<file path="src/rtl/wb_dma_copier.sv">
// Word-copy DMA: Wishbone responder for SRC/DST/LEN/CTRL plus a Wishbone initiator doing read/write beat pairs.
// Optional master timeout is enabled by defining WB_DMA_TIMEOUT_EN.
// state   | meaning
// S_IDLE  | no transfer, BUSY reads 0
// S_READ  | single-word read from SRC, data lands in buffer
// S_WRITE | single-word write of buffer to DST, then end-of-word update
module wb_dma_copier #(
    parameter int LEN_W   = 16,
    parameter int TIMEOUT = 255
) (
    input  logic        wb_clk_i,
    input  logic        wb_rst_n_i,
    input  logic        s_cyc_i,
    input  logic        s_stb_i,
    input  logic        s_we_i,
    input  logic [1:0]  s_adr_i,
    input  logic [31:0] s_dat_i,
    input  logic [3:0]  s_sel_i,
    output logic [31:0] s_dat_o,
    output logic        s_ack_o,
    output logic        m_cyc_o,
    output logic        m_stb_o,
    output logic        m_we_o,
    output logic [31:0] m_adr_o,
    output logic [3:0]  m_sel_o,
    output logic [31:0] m_dat_o,
    input  logic [31:0] m_dat_i,
    input  logic        m_ack_i,
    input  logic        m_err_i,
    output logic        irq_o
);

    typedef enum logic [1:0] {S_IDLE = 2'd0, S_READ = 2'd1, S_WRITE = 2'd2} state_t;

    state_t           state, state_nxt;
    logic [31:0]      src, dst, buffer, rdata;
    logic [LEN_W-1:0] len, len_dec;
    logic             done, ie, err, tmo, abort_pend, zero_start;
    logic             s_req, reg_wr, ctrl_wr, busy, start;
    logic             bus_ack, bus_err, tmo_hit, word_done, finish;
    logic             stb_nxt, we_nxt;
    logic [31:0]      adr_nxt, dat_nxt;
    logic             unused_ok;

    assign unused_ok = (^s_sel_i) ^ (TIMEOUT == 0);

    // The ~s_ack_o term keeps ack from ever being high on two consecutive cycles.
    assign s_req     = s_cyc_i & s_stb_i & ~s_ack_o;
    assign reg_wr    = s_req & s_we_i;
    assign ctrl_wr   = reg_wr & (s_adr_i == 2'd3);
    assign busy      = (state != S_IDLE);
    assign start     = ctrl_wr & s_dat_i[0] & ~busy;

    assign bus_err   = m_stb_o & (m_err_i | tmo_hit);
    assign bus_ack   = m_stb_o & m_ack_i & ~m_err_i;
    assign word_done = (state == S_WRITE) & bus_ack;
    assign len_dec   = len - LEN_W'(1);
    assign finish    = word_done & ((len_dec == '0) | abort_pend);

    assign m_sel_o   = 4'b1111;
    assign irq_o     = done & ie;

`ifdef WB_DMA_TIMEOUT_EN
    localparam int TW = $clog2(TIMEOUT + 1);
    logic [TW-1:0] tmo_cnt;

    // Counter restarts whenever strobe is low, i.e. between beats.
    always_ff @(posedge wb_clk_i or negedge wb_rst_n_i) begin
        if (!wb_rst_n_i) begin
            tmo_cnt <= '0;
            tmo     <= 1'b0;
        end else begin
            if (!m_stb_o)
                tmo_cnt <= '0;
            else if (tmo_cnt != TW'(TIMEOUT - 1))
                tmo_cnt <= tmo_cnt + TW'(1);
            if (ctrl_wr && s_dat_i[5])
                tmo <= 1'b0;
            if (start)
                tmo <= 1'b0;
            if (tmo_hit)
                tmo <= 1'b1;
        end
    end

    assign tmo_hit = m_stb_o & ~m_ack_i & ~m_err_i & (tmo_cnt == TW'(TIMEOUT - 1));
`else
    assign tmo     = 1'b0;
    assign tmo_hit = 1'b0;
`endif

    always_comb begin
        rdata = '0;
        case (s_adr_i)
            2'd0: rdata = src;
            2'd1: rdata = dst;
            2'd2: rdata = 32'(len);
            default: rdata = {26'd0, tmo, 1'b0, err, ie, done, busy};
        endcase
    end

    always_ff @(posedge wb_clk_i or negedge wb_rst_n_i) begin
        if (!wb_rst_n_i) begin
            s_ack_o    <= 1'b0;
            s_dat_o    <= '0;
            src        <= '0;
            dst        <= '0;
            len        <= '0;
            buffer     <= '0;
            done       <= 1'b0;
            ie         <= 1'b0;
            err        <= 1'b0;
            abort_pend <= 1'b0;
            zero_start <= 1'b0;
        end else begin
            s_ack_o    <= s_req;
            if (s_req)
                s_dat_o <= rdata;
            zero_start <= start & (len == '0);
            if (reg_wr && !busy) begin
                case (s_adr_i)
                    2'd0: src <= {s_dat_i[31:2], 2'b00};
                    2'd1: dst <= {s_dat_i[31:2], 2'b00};
                    2'd2: len <= s_dat_i[LEN_W-1:0];
                    default: ;
                endcase
            end
            if (word_done) begin
                src <= src + 32'd4;
                dst <= dst + 32'd4;
                len <= len_dec;
            end
            if ((state == S_READ) && bus_ack)
                buffer <= m_dat_i;
            if (ctrl_wr)
                ie <= s_dat_i[2];
            // Clears come first so that a same-cycle completion wins over W1C.
            if (ctrl_wr && s_dat_i[1])
                done <= 1'b0;
            if (ctrl_wr && s_dat_i[3])
                err <= 1'b0;
            if (start) begin
                done <= 1'b0;
                err  <= 1'b0;
            end
            if (finish || bus_err || zero_start)
                done <= 1'b1;
            if (bus_err)
                err <= 1'b1;
            if (busy && (state_nxt == S_IDLE))
                abort_pend <= 1'b0;
            else if (ctrl_wr && s_dat_i[4] && busy)
                abort_pend <= 1'b1;
        end
    end

    always_ff @(posedge wb_clk_i or negedge wb_rst_n_i) begin
        if (!wb_rst_n_i)
            state <= S_IDLE;
        else
            state <= state_nxt;
    end

    always_comb begin
        state_nxt = state;
        case (state)
            S_IDLE:
                if (start && (len != '0))
                    state_nxt = S_READ;
            S_READ:
                if (bus_err)
                    state_nxt = S_IDLE;
                else if (bus_ack)
                    state_nxt = S_WRITE;
            S_WRITE:
                if (bus_err || finish)
                    state_nxt = S_IDLE;
                else if (bus_ack)
                    state_nxt = S_READ;
            default:
                state_nxt = S_IDLE;
        endcase
    end

    // A beat is issued only from a cycle with strobe low, which forces the idle gap between beats.
    always_comb begin
        stb_nxt = 1'b0;
        we_nxt  = 1'b0;
        adr_nxt = m_adr_o;
        dat_nxt = m_dat_o;
        if (m_stb_o) begin
            if (!bus_ack && !bus_err) begin
                stb_nxt = 1'b1;
                we_nxt  = m_we_o;
            end
        end else if (state == S_READ) begin
            stb_nxt = 1'b1;
            adr_nxt = src;
        end else if (state == S_WRITE) begin
            stb_nxt = 1'b1;
            we_nxt  = 1'b1;
            adr_nxt = dst;
            dat_nxt = buffer;
        end
    end

    always_ff @(posedge wb_clk_i or negedge wb_rst_n_i) begin
        if (!wb_rst_n_i) begin
            m_cyc_o <= 1'b0;
            m_stb_o <= 1'b0;
            m_we_o  <= 1'b0;
            m_adr_o <= '0;
            m_dat_o <= '0;
        end else begin
            m_cyc_o <= stb_nxt;
            m_stb_o <= stb_nxt;
            m_we_o  <= we_nxt;
            m_adr_o <= adr_nxt;
            m_dat_o <= dat_nxt;
        end
    end

endmodule

</file>
<file path="config.mk">
export PLATFORM = sky130hd
export DESIGN_NAME = wb_dma_copier
export DESIGN_NICKNAME = d
export VERILOG_FILES = /design/src/rtl/wb_dma_copier.sv
export SDC_FILE = /design/constraint.sdc
export NUM_CORES = 1
export LEC_CHECK = 0
export ABC_AREA = 1
export CORE_ASPECT_RATIO = 0.7
export CORE_MARGIN = 1.5
export CORE_UTILIZATION = 30
export CTS_BUF_LIST = sky130_fd_sc_hd__clkbuf_8 sky130_fd_sc_hd__clkbuf_16
export CTS_CLUSTER_SIZE = 24
export DETAILED_ROUTE_END_ITERATION = 12
export PLACE_DENSITY_LB_ADDON = 0.15
export SKIP_CTS_REPAIR_TIMING = 1
export SLEW_MARGIN = 10
export SYNTH_ARGS = -nofsm -noshare
export SYNTH_HDL_FRONTEND = slang
export SYNTH_SLANG_ARGS = --single-unit
</file>
<file path="constraint.sdc">
create_clock -name wb_clk_i -period 1.93 [get_ports wb_clk_i]
set_clock_uncertainty 0.15 [all_clocks]
set_input_delay 0.579 -clock wb_clk_i [delete_from_list [all_inputs] [get_ports wb_clk_i]]
set_output_delay 0.579 -clock wb_clk_i [all_outputs]
set_load 0.02 [all_outputs]
</file>
# == Word-level counts from Yosys, hierarchy flattened ==
# Index checks and enable logic that the tools add are counted.
# classes
n_mux,33
bitwise_logic,19
add_sub_neg,3
reduce_logical,34
eq_ne,6
# op_table
op,count
$mux W32,8
$pmux W32 S3,1
$add A32 B3 Y32 const B,2
$mux W16,3
$logic_not A16 Y1,2
$reduce_bool A16 Y1,1
$sub A16 B1 Y16 const B,1
$mux W1,15
$reduce_bool A2 Y1,7
$and A1 B1 Y1,13
$mux W2,5
$logic_and A1 B1 Y1,9
$reduce_and A2 Y1,4
$eq A2 B2 Y1 const B,3
$logic_not A2 Y1,3
$pmux W2 S3,1
$reduce_bool A3 Y1,2
$not A1 Y1,5
$eq A2 B1 Y1 const B,2
$logic_not A1 Y1,3
$reduce_and A3 Y1,1
$logic_or A1 B1 Y1,2
$ne A2 B2 Y1 const B,1
$or A1 B1 Y1,1
# totals
elab_cells,111
ff_bits,218
in_bits,77
out_inout_bits,105

# == Depth between registers and ports, before layout ==
# Gate-level depths: netlist (run 1).
# depth
depth_word,12
ltp_mapped,20
mapped_depth_nobuf,20

# == Worst setup path after synthesis (run 1) ==
# OpenSTA, ideal clock, no wires.
# synth_path
path_type,reg2reg
from,reg len[0]
to,reg abort_pend
t_arrival_ps,1841
period_less_slack_ps,2104
stages_incl_launch_ff,20
n_path_buf,0
setup_slack_ps,-174
cell_sequence,dfrtp_1 -> inv_1 -> ha_1 -> nand2_2 -> nor2_4 -> nand2_1 -> nand2_1 -> nand2_1 -> nor2_1 -> nand2_1 -> nor2_1 -> nand2_1 -> nand2_1 -> nand2_1 -> nand3_1 -> nand2_1 -> nand2_1 -> nand3_1 -> nand2_1 -> inv_1
# synth_via
elab_chain_len,10
word_cells_on_any_way,14
classes_between,1 x add/sub; 4 x mux; 2 x bitwise; 7 x reduce/logical
# synth_rtl
item,line_no,source
from (decl),37,"logic [LEN_W-1:0] len, len_dec;"
from (signal assigned),124,2'd2: len <= s_dat_i[LEN_W-1:0];
from (signal assigned),131,len <= len_dec;
$sub A16 B1 Y16,57,assign len_dec = len - LEN_W'(1);
$logic_not A16 Y1,58,assign finish = word_done & ((len_dec == '0) | abort_pend);
$or A1 B1 Y1,58,
$and A1 B1 Y1,58,
$logic_or A1 B1 Y1,176,if (bus_err || finish)
$mux W2,176,
$pmux W2 S3 *,166,case (state)
$logic_not A2 Y1 *,150,if (busy && (state_nxt == S_IDLE))
$logic_and A1 B1 Y1 *,150,
$mux W1 / $reduce_bool A2 Y1 (equally long branches),-,
to (signal assigned),113,abort_pend <= 1'b0;
to (signal assigned),151,abort_pend <= 1'b0;
to (signal assigned),153,abort_pend <= 1'b1;
to (decl),38,"logic done, ie, err, tmo, abort_pend, zero_start;"
# Every way passes the cells marked *; elsewhere a longest branch is shown, timed or not.
# A chain may end at the register's enable or synchronous reset.

# == Final worst setup path (run 1) ==
# layout_path
from,reg len[1]
to,reg abort_pend
# The elaborated chain is that of the path after synthesis.

==> results of run 1 <==
[registers in the layout (all words and copies together) (netlist names), 2 cells and up]
name and flops:
state 2, m_adr_o 30, s_dat_o 32, m_dat_o 32, len 16, buffer 32
dst 30, src 30
[cell families after synthesis]
kind of cell    Yosys count  share of synthesized area (%)
compound gates          344                           17.9
xor+xnor                  7                          0.563
fa+ha+maj                 9                           1.03
buf+inv                 216                           7.85
flops                   212                           48.7
mux                       2                          0.207
other cells               2                         0.0690
simple gates            603                           23.7
[path summary, 6_finish.rpt]
kind,startpoint,to,slack [ns],depth (start not counted)
setup / recovery,len[1],abort_pend,-0.42,19
max in group asynchronous,wb_rst_n_i,s_dat_o[17],0.62,3
min in group asynchronous,wb_rst_n_i,s_ack_o,0.39,2
setup reg to reg,len[1],abort_pend,-0.42,19
hold reg to reg,zero_start,done,0.28,1
hold / removal,zero_start,done,0.28,1
[worst reg2reg max path, cell delays in order, from the launching register on]
cell and delay, ns:
dfrtp_1 0.40, inv_2 0.07, ha_4 0.17, buf_4 0.15
xnor2_2 0.14, nand2_1 0.08, nor2_2 0.12, nand2_2 0.08
nor2_1 0.12, nand2_1 0.06, nor2_1 0.12, nand2_2 0.11
nand2_1 0.08, nand2_1 0.06, nand3_1 0.08, nand2_1 0.05
nand2_1 0.08, nand3_1 0.06, nand2_1 0.06, inv_1 0.03
[placed cells by master (no fill, tap or decap), drive strengths merged, types with 9 or more instances in the layout]
master / Yosys / layout
a21oi: 133 / 133
dfrtp: 212 / 212
clkbuf: 50 / 56
o21ai: 107 / 107
inv: 142 / 148
nor3: 14 / 14
dlymetal6s2s: 0 / 79
a31oi: 40 / 40
nand4: 9 / 9
ha: 9 / 9
nand3: 56 / 56
o211ai: 24 / 24
buf: 22 / 289
o22ai: 9 / 9
nor2: 171 / 171
clkdlybuf4s50: 0 / 71
o221ai: 13 / 13
nand2: 348 / 348
[metrics by stage]
step	instances	util [%]	setup TNS, ns	area (um2)
floorplan	1399	-	-0.408	11000
global placement	2202	41.4	-74.58	14800
detailed placement	2202	41.4	-75.71	14800
CTS	2245	43.6	-47.19	15600
global route	2317	49.2	-20.11	17600
finish	2317	49.2	-10.13	17600
[layer usage]
metal,up-vias,GRT usage [%]
li1,5447,-
met1,5431,31.6
met2,318,28.5
met3,38,3.47
met4,0,3.65
met5,-,0
[power by group]
group	total, mW	switching (mW)	internal, mW
clock network	4.69	1.97	2.72
logic	12.3	6.81	5.48
registers	7.63	1.33	6.29
[cell type report]
type / instances / area (um2)
fill: 3475 / 18200
multi-input combinational: 971 / 5660
sequential: 212 / 5310
timing repair buffer: 467 / 4690
clock buffer: 29 / 669
tap: 480 / 601
inverter: 144 / 588
clock inverter: 14 / 126
==> impl_metrics.yaml, run 1 <==
yosys:
  syn_avg_cell_area_um2: 7.81
  synthFlopType: "dfrtp_1"
  netlist-cell-type-count: 45
  synthCells: 1395
  syn_area_mm2: 0.0109
  ys_seq_elements: 212
  synth_commonest_cells: "nand2_1, dfrtp_1, nor2_1, inv_1, a21oi_1"
  yosysSeqAreaShare_pct: 48.7
  yosysTopAreaCell: "dfrtp_1"
  synthTopCellsByArea: "dfrtp_1, nand2_1, a21oi_1"
  synth_top_area_share_pct: 48.7
  synth_enable_flop_cells: 0
  yosysWarningCount: 0
  synth_async_sr_flop_share_pct: 100
  yosysMostFrequentCell: "nand2_1"
layout:
  drive_gt1_share_pct: 30.8
  area_growth_pct: 61.9
  layout.nets: 1906
  num_antenna_cells: 0
clock_network:
  cts_sinks: 212
  cts_buffer_depth: 3
  clk_latency_ns: 0.54
  cts_made_buffers: 24
  clk_pin_slew_worst_paths_ns: 0.06
  tritoncts: "done"
  ctsRootBufferMaster: "clkbuf_16"
  htree_levels: 1
route:
  wl_met2_um: 17600
  via_count: 11200
  drc: 0
  routedWlPerCell_um: 17.7
  postRouteAntennaNets: 0
  met3_length_um: 2420
  drt-met1-wl_um: 20400
  dr.pass1.iters: 5
  top_layer: "met4"
  routed_via_density: 4.85
  drt_wl_total_um: 41000
  drt-initial-drc-count: 860
timing:
  setup_viol: 80
  post-route-min-period_ns: 2.35
  slew_violations: 0
  timing.final.crit_share_pct: 122
  fmax_ghz: 0.426
  rsz0062_at_grt: "true"
  report.final.hold_viol_count: 0
  finalHoldWorstSlack_ns: 0.283
  setup_ws_ns: -0.419
die:
  start_util_pct: 30.4
  rows: 58
  die_w_um: 231
  die_h_um: 162
  io_pins: 182
  design.die.area_mm2: 0.0375
  coreArea_mm2: 0.0358
status:
  status: "complete, but fails checks"
  failed_checks: "negative setup slack"
global_routing:
  antenna_found_initial: 0
  grt_start_max_net_pins: 65
  grt_first_pass_wirelength_um: 59100
  grt_pass1_vias: 10200
  grt_use_total_pct: 20.1
  overflow: 0
place:
  dp_slack_ns: -1.14
  portBuffers: 171
  gp_congestion: 0.863
  hpwlAfterDp_um: 27600
worst_setup_path:
  crit_type: "reg -> reg"
  crit_arrival_ns: 2.64
  crit_family: "simple AND/OR/NAND/NOR gates"
  cp_cell_sequence: "inv_2, ha_4, buf_4, xnor2_2, nand2_1, nor2_2, nand2_2, nor2_1, nand2_1, nor2_1, nand2_2, nand2_1, nand2_1, nand3_1, nand2_1, nand2_1, nand3_1, nand2_1, inv_1"
  cp-end-kind: "flop"
  cp-start-kind: "flop"
  crit_required_ns: 2.22
  worst-path-buf-inv: 3
  crit_top_cell: "nand2_1"
  critPathMaxStageDelay_ns: 0.40
  cp_max_fo: 3
  cp_slowest_cell: "dfrtp_1"
pwr:
  vdd_ir_drop_max_uv: 644
  leakagePower_nw: 8.78
  finalPower_mw: 24.6
  powerDensity_mw_per_mm2: 1400
worst_hold_path:
  hold_path_class: "reg -> reg"
run:
  max_cap_viol_count: 0
(Power assumes the default switching activity.)
==> run 2, diff against run 1 <==
ABC_AREA = not set   (was 1)
PLACE_DENSITY = 0.48   (was not set)
PLACE_DENSITY_LB_ADDON = not set   (was 0.15)
==> run 2 against run 1 <==
- the flow still finishes with violations (negative setup slack)
- critical path depth decreased by 10
- register-to-register slack got worse by 0.08 ns
- wire length decreased by 1.7%
- first-iteration DRC count decreased by 16%
- global-route usage decreased by 0.33 points
- total power decreased by 0.61%
- utilization increased by 1.8 points
==> impl_metrics.yaml, run 2 <==
layout:
  area_growth_pct: 66.8
  fin_area_mm2: 0.0178
  layout.nets: 1599
  layout_commonest_cell: "buf_4"
  num_antenna_cells: 0
  drive_gt1_share_pct: 39.5
  reg_top3: "buffer: 32 flops, m_dat_o: 32 flops, s_dat_o: 32 flops"
  final_cell_mix: "buf_4, dfrtp_1, nand2_1, dlymetal6s2s_1, nor2_1"
worst_setup_path:
  crit_required_ns: 2.21
  critPathMaxStageDelay_ns: 0.51
  worst-path-buf-inv: 2
  cp-start-kind: "flop"
  timing.critical_path.to: "abort_pend"
  r2r-start: "len[1]"
  cp_max_fo: 6
  reg2reg_depth: 9
  cp-end-kind: "flop"
  crit_family: "simple AND/OR/NAND/NOR gates"
  rrSetupSlack_ns: -0.50
  cp.depth: 9
  startpoint: "len[1]"
  crit_arrival_ns: 2.71
  r2r_end: "abort_pend"
  cp_cell_sequence: "inv_2, ha_4, or4b_4, nor4_4, xnor2_1, buf_4, o2111ai_1, o21ai_1, a31oi_1"
  cp_slowest_cell: "or4b_4"
  crit_type: "reg -> reg"
clock_network:
  clk_pin_slew_worst_paths_ns: 0.06
  cts_made_buffers: 24
  cts_buffer_depth: 3
  clk_latency_ns: 0.55
  htree_levels: 1
  tritoncts: "done"
  cts_sinks: 212
  ctsRootBufferMaster: "clkbuf_16"
yosys:
  yosysMostFrequentCell: "dfrtp_1"
  synthCells: 1089
  synthFlopType: "dfrtp_1"
  synthTopCellsByArea: "dfrtp_1, mux2_2, mux2i_1"
  yosysTopAreaCell: "dfrtp_1"
  netlist-cell-type-count: 64
  syn_avg_cell_area_um2: 9.79
  synth_top_area_share_pct: 49.8
  yosysSeqAreaShare_pct: 49.8
  synth_enable_flop_cells: 0
  syn_area_mm2: 0.0107
  yosysWarningCount: 0
  synth_commonest_cells: "dfrtp_1, nand2_1, nor2_1, o21ai_0, mux2_2"
  synth_async_sr_flop_share_pct: 100
  ys_seq_elements: 212
die:
  die_h_um: 161
  design.die.area_mm2: 0.0367
  io_pins: 182
  start_util_pct: 30.6
  rows: 57
  die_w_um: 228
  coreArea_mm2: 0.0349
global_routing:
  grt_pass1_vias: 9423
  antenna_found_initial: 1
  grt_start_max_net_pins: 61
  grt_first_pass_wirelength_um: 56600
  overflow: 0
  grt_use_total_pct: 19.7
place:
  place_area_mm2: 0.0147
  hpwlAfterDp_um: 27600
  portBuffers: 171
  gp_congestion: 0.851
route:
  via_count: 10100
  routedWlPerCell_um: 20.1
  postRouteAntennaNets: 0
  routed_via_density: 5.06
  drc: 0
  drt_wl_total_um: 40300
  dr.pass1.iters: 5
  drt-initial-drc-count: 722
timing:
  post-route-min-period_ns: 2.43
  rsz0062_at_grt: "true"
  setup_viol: 100
  fmax_ghz: 0.411
  timing.final.crit_share_pct: 126
  setup_ws_ns: -0.503
  report.final.hold_viol_count: 0
  slew_violations: 0
run:
  max_cap_viol_count: 0
worst_hold_path:
  hold_path_class: "reg -> reg"
  min_path_cells: 2
status:
  failed_checks: "negative setup slack"
  status: "complete, but fails checks"
pwr:
  powerDensity_mw_per_mm2: 1380
  vdd_ir_drop_max_uv: 644
  finalPower_mw: 24.5
  leakagePower_nw: 9.06
-- run 2: changes by cell type after synthesis, moves of 15 or more --
cell and delta:
a211oi_1 +28, a21oi_1 -70, a31oi_1 -32, inv_1 -113, mux2_2 +65, mux2i_1 +64, nand2_1 -208, nand3_1 -26
nor2_1 -46, nor3_1 +17, o211ai_1 -19, o31ai_1 +15
-- run 2: power by group --
part           switching [mW]  total [mW]  internal (mW)
clock network            2.02        4.71           2.69
logic                    6.07        12.2           6.14
registers                1.26        7.53           6.28
total                    9.34        24.5           15.1
-- run 2: area by class of cell --
class	count	area, um2
inverter	22	85.1
sequential	212	5310
fill	3161	17100
clock buffer	28	656
clock inverter	14	134
timing repair buffer	477	4920
multi-input combinational	776	6090
tap	472	591
-- run 2: worst min path at each step --
stage | startpoint | endpoint | slack (ns)
4_1_cts | wb_rst_n_i | m_dat_o[31] | -0.25
3_3_place_gp | zero_start | done | 0.28
5_1_grt | zero_start | done | 0.33
3_5_place_dp | zero_start | done | 0.28
2_1_floorplan | wb_rst_n_i | abort_pend | 0.13
6_report | zero_start | done | 0.30
-- run 2: kinds of logic (layout without fill, tap and decap cells) --
kind of cell               Yosys count  after routing  share of synthesized area [%]
xor gates and xnor gates             3              3                          0.246
DFF                                212            212                           49.8
other                                2              6                         0.0704
and+or+nand+nor                    374            374                           16.7
adders and majority gates            9              9                           1.06
muxes                              133            133                           13.5
AOI/OAI and AO/OA                  251            251                           14.4
buffers and inverters              105            541                           4.15
-- run 2: worst min-delay path, stage by stage, from the launching register on --
cell	delay, ns
dfrtp_1	0.32
nor3_1	0.05
nand2_2	0.04
-- run 2: through the flow --
stage / cells / setup TNS, ns / setup WS (ns) / utilization, % / hold WS (ns)
final: 2001 / -19.45 / -0.503 / 51.0 / 0.297
after floorplan: 1093 / -13.06 / -0.300 / - / 0.133
after global routing: 2001 / -26.25 / -0.540 / 51.0 / 0.332
after CTS: 1934 / -54.02 / -0.534 / 44.5 / -0.247
after detailed placement: 1892 / -80.86 / -0.913 / 42.3 / 0.280
after global placement: 1892 / -78.10 / -0.938 / 42.3 / 0.278
-- run 2: per-layer routing --
| layer | share of wire [%] | routed length, um | vias to the layer above | GRT usage [%] |
|---|---|---|---|---|
| li1 | - | - | 4777 | - |
| met1 | 52 | 21000 | 5033 | 31.5 |
| met2 | 41 | 16500 | 269 | 27.0 |
| met3 | 5.3 | 2160 | 46 | 3.84 |
| met4 | 1.6 | 657 | 0 | 3.85 |
| met5 | 0 | 0 | - | 0 |
==> run 3, diff against run 2 <==
ABC_AREA = 0   (was not set)
CTS_BUF_LIST = sky130_fd_sc_hd__clkbuf_16   (was sky130_fd_sc_hd__clkbuf_8 sky130_fd_sc_hd__clkbuf_16)
==> run 3 against run 2 <==
- the flow still finishes with violations (negative setup slack)
- global-route usage about the same
- critical endpoint unchanged
- hold slack about the same
- non-clock buffer count up 4
- first-iteration DRC count up 4.8%
- design area up 0.39%
- largest cell class unchanged
- sequential share of layout area down 0.12 points
- total power down 0.21%
- maximum frequency down 0.29%
- clock power down 3%
==> impl_metrics.yaml, run 3 (synthesis gave the netlist of run 2 again) <==
worst_setup_path:
  cp-end-kind: "flop"
  critPathMaxStageDelay_ns: 0.51
  cp_slowest_cell: "or4b_4"
  cp-start-kind: "flop"
  cp_max_fo: 6
  cp_cell_sequence: "inv_2, ha_4, or4b_4, nor4_4, xnor2_1, buf_4, o2111ai_1, o21ai_1, a31oi_1"
  crit_arrival_ns: 2.72
  crit_family: "simple AND/OR/NAND/NOR gates"
  crit_type: "reg -> reg"
  crit_required_ns: 2.21
  worst-path-buf-inv: 2
pwr:
  vdd_ir_drop_max_uv: 691
  net-switching-power_mw: 9.41
  powerDensity_mw_per_mm2: 1370
  p_int_mw: 15.0
  switching_share_pct: 38.6
  comb_power_share_pct: 50.5
  power_frac_seq_pct: 30.8
  leakagePower_nw: 9.08
  clkPwrFrac_pct: 18.7
clock_network:
  cts_buffer_depth: 3
  htree_levels: 1
  cts_made_buffers: 24
  ctsRootBufferMaster: "clkbuf_16"
  clk_latency_ns: 0.56
  tritoncts: "done"
  clk_pin_slew_worst_paths_ns: 0.06
  cts_sinks: 212
die:
  coreArea_mm2: 0.0349
  design.die.area_mm2: 0.0367
  io_pins: 182
  die_h_um: 161
  rows: 57
  die_w_um: 228
  start_util_pct: 30.6
global_routing:
  grt_pass1_vias: 9408
  antenna_found_initial: 0
  overflow: 0
  grt_first_pass_wirelength_um: 56600
  grt_start_max_net_pins: 61
  grt_use_total_pct: 19.7
place:
  gp_congestion: 0.851
  dp.cells: 1892
  portBuffers: 171
  hpwlAfterDp_um: 27600
layout:
  layout.nets: 1603
  n_fill_cell: 3175
  post-route-util_pct: 51.2
  area_growth_pct: 67.4
  reg_top3: "buffer: 32 flops, m_dat_o: 32 flops, s_dat_o: 32 flops"
  final_cell_mix: "buf_4, dfrtp_1, nand2_1, dlymetal6s2s_1, nor2_1"
  layout_commonest_cell: "buf_4"
  drive_gt1_share_pct: 40.0
  fin_cells: 2005
  num_antenna_cells: 0
worst_hold_path:
  hold_path_class: "reg -> reg"
route:
  routed_via_density: 5.11
  dr.pass1.iters: 5
  via_count: 10200
  routedWlPerCell_um: 20.3
  postRouteAntennaNets: 0
  drt-initial-drc-count: 757
  drc: 0
  drt_wl_total_um: 40700
timing:
  setup_ws_ns: -0.510
  setup_viol: 112
  slew_violations: 0
  report.final.hold_viol_count: 0
  timing.final.crit_share_pct: 126
  rsz0062_at_grt: "true"
  fmax_ghz: 0.410
  post-route-min-period_ns: 2.44
run:
  max_cap_viol_count: 0
status:
  status: "complete, but fails checks"
  failed_checks: "negative setup slack"
-- run 3: worst reg2reg max path, cell delays in order, from the launching register on --
cell       delay (ns)
dfrtp_2          0.43
inv_2            0.08
ha_4             0.17
or4b_4           0.51
nor4_4           0.17
xnor2_1          0.17
buf_4            0.15
o2111ai_1        0.12
o21ai_1          0.25
a31oi_1          0.11
-- run 3: power groups by stage --
stage / Clock, mW / Sequential [mW] / Combinational [mW]
final: 4.56 / 7.52 / 12.3
after global routing: 4.82 / 7.77 / 13.2
after CTS: 4.65 / 7.48 / 10.7
after detailed placement: 0 / 7.54 / 10.7
after global placement: 0 / 7.51 / 10.6
after floorplan: 0 / 8.32 / 4.55
-- run 3: metal layers --
layer	global-route usage, %	part of all wire (%)	vias up
met2	27.0	41	308
li1	-	-	4787
met5	0	0	-
met1	31.5	52	5101
met4	3.73	1.7	0
met3	3.84	5.9	45
-- run 3: path summary, 6_finish.rpt --
check                            from          end  slack [ns]  depth (start not counted)
max                            len[1]   abort_pend       -0.51                          9
min                        zero_start         done        0.30                          2
max reg2reg                    len[1]   abort_pend       -0.51                          9
min reg2reg                zero_start         done        0.30                          2
max in group asynchronous  wb_rst_n_i  m_dat_o[18]        0.66                          3
min in group asynchronous  wb_rst_n_i   s_dat_o[7]        0.35                          2
-- run 3: metrics by stage --
stage / hold WS (ns) / TNS, ns / total power [mW] / setup WS [ns] / area, um2
after global placement: 0.278 / -78.10 / 18.1 / -0.938 / 14700
after detailed placement: 0.280 / -80.86 / 18.2 / -0.913 / 14700
final: 0.296 / -21.84 / 24.4 / -0.510 / 17900
after CTS: -0.247 / -54.01 / 22.8 / -0.534 / 15500
after global routing: 0.332 / -29.85 / 25.8 / -0.581 / 17900
after floorplan: 0.133 / -13.06 / 12.9 / -0.300 / 11000
-- run 3: layout make-up --
cell class,instances,area [um2],share of cell area (%)
clock inverters,18,149,0.834
repair buffers,481,4940,27.7
flip-flops and latches,212,5310,29.7
inverters,22,85.1,0.477
clock buffers,24,601,3.36
multi-input cells,776,6180,34.6
well taps,472,591,3.31
